**config.mk**
```make
export PLATFORM = sky130hd
export DESIGN_NAME = mac_acc_ctrl
export DESIGN_NICKNAME = d
export VERILOG_FILES = /design/src/rtl/mac_acc_ctrl.sv
export SDC_FILE = /design/constraint.sdc
export NUM_CORES = 1
export LEC_CHECK = 0
export CAP_MARGIN = 20
export CORE_MARGIN = 1.5
export CORE_UTILIZATION = 25
export CTS_BUF_LIST = sky130_fd_sc_hd__clkbuf_4 sky130_fd_sc_hd__clkbuf_8 sky130_fd_sc_hd__clkbuf_16
export DETAILED_ROUTE_END_ITERATION = 12
export SETUP_SLACK_MARGIN = 0.15
export SYNTH_ARGS = -nofsm -noshare
export SYNTH_HDL_FRONTEND = slang
export SYNTH_SLANG_ARGS = --single-unit
export TNS_END_PERCENT = 10
```
**constraint.sdc**
```tcl
create_clock -name clk -period 2.7 [get_ports clk]
set_input_delay 0.405 -clock clk [delete_from_list [all_inputs] [get_ports clk]]
set_output_delay 0.405 -clock clk [all_outputs]
set_load 0.1 [all_outputs]
```
**src/rtl/mac_acc_ctrl.sv**
```systemverilog
// mac_acc_ctrl: sequences N_TERMS operand pairs through an external 4x4
// multiplier and accumulates the 8-bit products into an ACC_W-bit sum.
// The multiplier handshake is start pulse / done level: the block waits for
// done to fall (the multiplier has left its previous done state) and then to
// rise again before it takes the product.
// Optional feature: define MAC_SATURATE_EN to clamp the accumulator at
// all-ones on overflow; when it is undefined the accumulator wraps. In both
// builds ovf is a sticky flag for the current dot product.
module mac_acc_ctrl #(
    parameter int N_TERMS = 4,
    parameter int ACC_W   = 12
) (
    input  logic             clk,
    input  logic             rst,
    input  logic             go,
    input  logic             x_valid,
    input  logic [3:0]       x_a,
    input  logic [3:0]       x_b,
    output logic             x_ready,
    output logic             m_start,
    output logic [3:0]       m_a,
    output logic [3:0]       m_b,
    input  logic [7:0]       m_out,
    input  logic             m_done,
    output logic [ACC_W-1:0] acc_out,
    output logic             acc_valid,
    output logic             busy,
    output logic             ovf
);

    localparam int CNT_W = $clog2(N_TERMS + 1);
    localparam logic [CNT_W-1:0] LAST_TERM = CNT_W'(N_TERMS - 1);

    typedef enum logic [2:0] {
        IDLE    = 3'd0,
        FETCH   = 3'd1,
        ISSUE   = 3'd2,
        WAIT_LO = 3'd3,
        WAIT_HI = 3'd4,
        ACC     = 3'd5,
        RESULT  = 3'd6
    } state_t;

    state_t             state_q, state_d;
    logic [ACC_W-1:0]   acc_q,   acc_d;
    logic [CNT_W-1:0]   cnt_q,   cnt_d;
    logic               ovf_q,   ovf_d;
    logic [3:0]         ma_q,    ma_d;
    logic [3:0]         mb_q,    mb_d;
    logic [7:0]         prod_q,  prod_d;
    logic [ACC_W:0]     sum_acc;

    // Adds a product to the accumulator; bit ACC_W of the result is the
    // unsigned carry, the low ACC_W bits are the new accumulator value.
    function automatic logic [ACC_W:0] acc_add(input logic [ACC_W-1:0] a,
                                               input logic [7:0]       p);
        logic [ACC_W:0] s;
        s = {1'b0, a} + {{(ACC_W + 1 - 8){1'b0}}, p};
`ifdef MAC_SATURATE_EN
        // Once clamped, every later add carries again, so the value stays
        // pinned at all-ones for the rest of the dot product.
        if (s[ACC_W]) begin
            s[ACC_W-1:0] = '1;
        end
`endif
        return s;
    endfunction

    assign sum_acc = acc_add(acc_q, prod_q);

    // Next-state and datapath update for the sequencing FSM.
    always_comb begin
        state_d = state_q;
        acc_d   = acc_q;
        cnt_d   = cnt_q;
        ovf_d   = ovf_q;
        ma_d    = ma_q;
        mb_d    = mb_q;
        prod_d  = prod_q;
        unique case (state_q)
            IDLE: begin
                if (go) begin
                    acc_d   = '0;
                    cnt_d   = '0;
                    ovf_d   = 1'b0;
                    state_d = FETCH;
                end
            end
            FETCH: begin
                if (x_valid) begin
                    ma_d    = x_a;
                    mb_d    = x_b;
                    state_d = ISSUE;
                end
            end
            ISSUE: begin
                state_d = WAIT_LO;
            end
            WAIT_LO: begin
                if (!m_done) begin
                    state_d = WAIT_HI;
                end
            end
            WAIT_HI: begin
                // The product is captured only on the cycle done is seen high.
                if (m_done) begin
                    prod_d  = m_out;
                    state_d = ACC;
                end
            end
            ACC: begin
                acc_d   = sum_acc[ACC_W-1:0];
                ovf_d   = ovf_q | sum_acc[ACC_W];
                cnt_d   = cnt_q + 1'b1;
                state_d = (cnt_q == LAST_TERM) ? RESULT : FETCH;
            end
            RESULT: begin
                state_d = IDLE;
            end
            default: begin
                state_d = IDLE;
            end
        endcase
    end

    // State and datapath registers with synchronous active-low reset.
    always_ff @(posedge clk) begin
        if (!rst) begin
            state_q <= IDLE;
            acc_q   <= '0;
            cnt_q   <= '0;
            ovf_q   <= 1'b0;
            ma_q    <= '0;
            mb_q    <= '0;
            prod_q  <= '0;
        end else begin
            state_q <= state_d;
            acc_q   <= acc_d;
            cnt_q   <= cnt_d;
            ovf_q   <= ovf_d;
            ma_q    <= ma_d;
            mb_q    <= mb_d;
            prod_q  <= prod_d;
        end
    end

    assign x_ready   = (state_q == FETCH);
    assign m_start   = (state_q == ISSUE);
    assign acc_valid = (state_q == RESULT);
    assign busy      = (state_q != IDLE);
    assign m_a       = ma_q;
    assign m_b       = mb_q;
    assign acc_out   = acc_q;
    assign ovf       = ovf_q;

endmodule

```
After elaboration in Yosys (flattened, before gate mapping):

Cells that the tools add are included.
Widths: inputs -> output; s select.

* register bits: 35
* output and inout bits: 25
* word-level logic and storage cells: 40

* $add $sub $neg: 2
* eq/ne operators: 11
* multiplexer cells: 12
* bitwise operators: 1
* reduce and logical (&&, ||, !) cells: 7

Operators by type and width (number)
* $pmux 12 s2: 1
* $mux 3: 6
* $pmux 3 s6: 1
* $add 12x8->13: 1
* $mux 12: 1
* $eq 3x2->1 const B: 3
* $eq 3x3->1 const B: 3
* $ne 2x2->1 const B: 4
* $pmux 3 s2: 1
* $reduce_and 2->1: 3
* $reduce_and 4->1: 1
* $add 3x1->3 const B: 1
* $eq 3x1->1 const B: 1
* $logic_not 3->1: 1
* $reduce_bool 3->1: 1
* $pmux 1 s2: 1
* $reduce_bool 2->1: 1
* $mux 1: 1
* $or 1x1->1: 1

Longest topological paths before layout:

* depth in word-level cells: 3
* gate-level depth with buffers: 7
* mapped depth without buffers: 7

Worst setup path after synthesis:

OpenSTA, ideal clock, no wires.

* kind: register to register
* from: register state_q[1]
* to: register ma_q[0], in the netlist m_a[0]
* arrival: 2.413 ns
* slack: 0.168 ns
* cell stages (with the launch flop): 7
* cell sequence: dfxtp_1 -> nand2b_1 -> nor2_1 -> and2_1 -> buf_4 -> mux2i_1 -> nor2b_1

* longest elaborated chain between the ends: 2

Ends and longest elaborated chain
* start: declaration: RTL line 44 `state_t state_q, state_d;`
* start signal: assignment: RTL line 137 `state_q <= state_d;`
* $eq 3x1->1
* net x_ready: RTL line 19 `output logic x_ready,`
* $reduce_and 2->1 (no line)
* end signal: assignment: RTL line 141 `ma_q <= ma_d;`
* end: declaration: RTL line 48 `logic [3:0] ma_q, ma_d;`

The timed path passes the listed nets, and every way through them passes these cells.
A chain may end at the register's enable or synchronous reset.

Final worst setup path:

* from: register acc_q[0], in the netlist acc_out[0]
* to: register ovf_q, in the netlist ovf

* longest elaborated chain between the ends: 3

Ends and longest elaborated chain
* start: declaration: RTL line 45 `logic [ACC_W-1:0] acc_q, acc_d;`
* start signal: assignment: RTL line 130 `acc_q <= '0;`
* start signal: assignment: RTL line 138 `acc_q <= acc_d;`
* $add 12x8->13: RTL line 58 `s = {1'b0, a} + {{(ACC_W + 1 - 8){1'b0}}, p};`
* $or 1x1->1: RTL line 113 `ovf_d = ovf_q | sum_acc[ACC_W];`
* $pmux 1 s2: RTL line 80 `unique case (state_q)`
* end signal: assignment: RTL line 140 `ovf_q <= ovf_d;`
* end: declaration: RTL line 47 `logic ovf_q, ovf_d;`

No other way between the ends.

==> flow_metrics.tcl <==
set metrics [dict create \
    status "finished, final reports clean" \
    cts_tree "yes" \
    gr-total-overflow 0 \
    clock_sinks 35 \
    min-delay-start "acc_out[9]$_SDFFE_PN0P_" \
    maxCapViolations 0 \
    nets 277 \
    crit_family "compound AO/OA/AOI/OAI gates" \
    start_util_pct 25.89 \
    drive_gt1_share_pct 19.11 \
    hold_viol_final 0 \
    r2r_cells 7 \
    period_share_pct 74.63 \
    drv_slew 0 \
    post-place-ws_ns 0.6842 \
    vdd.ir_drop.worst_uv 145.6 \
    power_density_mw_per_mm2 513.3 \
    post_cts_resized 0 \
    worst-r2r-setup-slack_ns 0.68 \
    cp.arrival_ns 2.19 \
    synth-seq-cells 35 \
    antenna_cells 0 \
    die_h_um 89.67 \
    worst_slew_pin_slew_ns 0.5046 \
    regArea_um2 700.7 \
    rsz0062_at_grt "no" \
    path_clk_slew_ns 0.07 \
    worstSkewPairLatency_ns 0.29 \
    ant_nets 0 \
    slew_headroom_pct 66.25 \
    crit_end "ovf$_SDFFE_PN0P_" \
    period_needed_ns 2.015 \
    syn_to_final_growth_pct 30.85 \
    cts_made_buffers 5 \
    crit_buf_inv 0 \
    root_buffer "clkbuf_8" \
    core_mm2 0.007253 \
    grt_pass1_vias 1404 \
    multi_input_area_mm2 0.001092 \
    synth.avg_cell_area_um2 9.437 \
    setup_ws_ns 0.6850 \
    place_inst 337 \
    critPathKind "reg -> reg" \
    setup_viol 0 \
    cp_cell_sequence "ha_1, fa_1, a21o_1, a221oi_2, o21ai_2, a41oi_1, nor2b_1" \
    io_buffers 45 \
    via_per_inst 4.368 \
    io_pins 46 \
    crit_start "acc_out[0]$_SDFFE_PN0P_" \
    cts_setup_buffers 0 \
    antenna_found_initial 0 \
    worstSetupStartpointType "register" \
    remaining_drc_errors 0 \
    gp_congestion 0.7614 \
    syn_inst 199 \
    ctsHtreeMaxLevel 2 \
    cpMaxStageDelayCell "fa_1" \
    path_depth 7 \
    drtIter0Drc 43 \
    synth_area_mm2 0.001878 \
    drt-total-wl_um 4026 \
    clk_path_buf_depth 2 \
    layout.cells.non_filler 345 \
    synth_fp_nets 231 \
    final_cell_mix "dfxtp_1 (35), buf_4 (29), nor2b_1 (22)" \
    hold_buffers 0 \
    timing.rr.end "ovf$_SDFFE_PN0P_" \
    drt-wirelength-per-cell_um 11.67 \
    r2r_start "acc_out[0]$_SDFFE_PN0P_" \
    p_leak_uw 0.001006 \
    vias 1507 \
    grt_max_degree 16 \
    design.die.area_mm2 0.008041 \
    hpwlAfterDp_um 3129 \
    nFillCells 774 \
    crit_required_ns 2.88 \
    clock.fmax_mhz 496.3 \
    mostFrequentLayoutCell "dfxtp_1" \
    tns_ns 0 \
    synth.distinct_cells 49 \
    worst_setup_path_end_kind "register" \
    cp_max_fo 5 \
    dieWidth_um 89.67 \
    num_rows 31 \
    holdCritPathClass "reg -> reg" \
    grt_usage_pct 10.66 \
    clock_skew_ns 0.002717 \
    cp_slowest_stage_delay_ns 0.40 \
    first_pass_iters 2 \
    ys_warn_count 0 \
    ys_seq_area_share_pct 37.31 \
    grt_pass1_wl_um 6458 \
]
-- how the worst min path moves through the flow --
stage                              end  slack [ns]  cells past startpoint
6_report       acc_out[9]$_SDFFE_PN0P_        0.49                      2
3_3_place_gp   acc_out[9]$_SDFFE_PN0P_        0.48                      2
3_5_place_dp   acc_out[4]$_SDFFE_PN0P_        0.48                      2
2_1_floorplan   prod_q[0]$_SDFFE_PN0P_        0.49                      2
4_1_cts        acc_out[9]$_SDFFE_PN0P_        0.49                      2
5_1_grt        acc_out[9]$_SDFFE_PN0P_        0.51                      2
-- cells in the mapped netlist, drive strengths merged --
cell type	n	share of area [%]
o21ai	8	2.3
inv	5	1.0
o22ai	2	0.67
a22oi	5	2.0
and3b	1	0.47
a211o	1	0.47
ha	10	6.7
nor3b	1	0.40
clkbuf	4	0.80
nand4	1	0.33
fa	1	1.1
or3	2	1.2
and2	3	1.0
or2	2	0.67
nor2b	22	7.3
xnor2	3	1.4
a31oi	1	0.33
a21boi	1	0.40
a221oi	1	0.80
or4b	1	0.53
xor2	1	0.47
nor2	5	1.9
nand2b	4	1.3
or3b	1	0.47
o21a	2	1.2
mux2i	18	9.6
and3	2	0.67
nand3b	1	0.40
a21oi	10	2.9
nand3	10	2.7
a41oi	1	0.47
o31ai	1	0.40
buf	6	2.7
o211ai	1	0.67
o221a	1	0.60
o21bai	2	0.80
dfxtp	35	37
nor3	1	0.27
nand2	17	3.4
a21o	5	2.0
-- state kept, by name (all words and copies together) (netlist names) --
name / count
prod_q: 8
ovf: 1
m_b: 4
acc_out: 12
cnt_q: 3
state_q: 3
m_a: 4
-- metrics by stage --
stage                     total power [uW]  utilization [%]  cell area, um2  hold slack (ns)
after floorplan                      777.2                -            1878           0.4868
after global placement               840.2            32.45            2354           0.4776
after detailed placement             841.0            32.45            2354           0.4832
after CTS                             1278            33.88            2457           0.4930
after global routing                  1319            33.88            2457           0.5128
final                                 1261            33.88            2457           0.4876
-- per-layer routing --
metal,routed length (um),GRT usage [%]
met5,0,0
met4,46,4.615
met3,200,3.016
met2,1769,16.35
met1,2009,13.97
-- power breakdown --
part	switching [uW]	internal (uW)	leakage, uW
sequential	20.3	530	0.000283
combinational	184	92.9	0.000668
clock	191	243	0.0000549
-- final cells by class --
cell class                      count  area share (%)
Multi-Input combinational cell    149           44.45
Sequential cell                    35           28.51
Timing Repair Buffer               49           17.01
Tap cell                           99           5.041
Clock buffer                        8           4.226
Inverter                            5          0.7637
-- worst min-delay path, cell delays in order, from the launching register on --
cell and delay, ns:
dfxtp_1 0.33, nand2_1 0.06, mux2i_1 0.05
-- cells by family (layout without fill, tap and decap cells) --
family                     Yosys count  in the layout  synth area share (%)
AOI/OAI and AO/OA                   42             42                 15.99
xor gates and xnor gates             4              4                 1.866
adders and majority gates           11             11                 7.728
buffers and inverters               15             62                 4.530
DFF                                 35             35                 37.31
muxes                               18             18                 9.593
and+or+nand+nor                     74             74                 22.98
(Power assumes the default switching activity.)
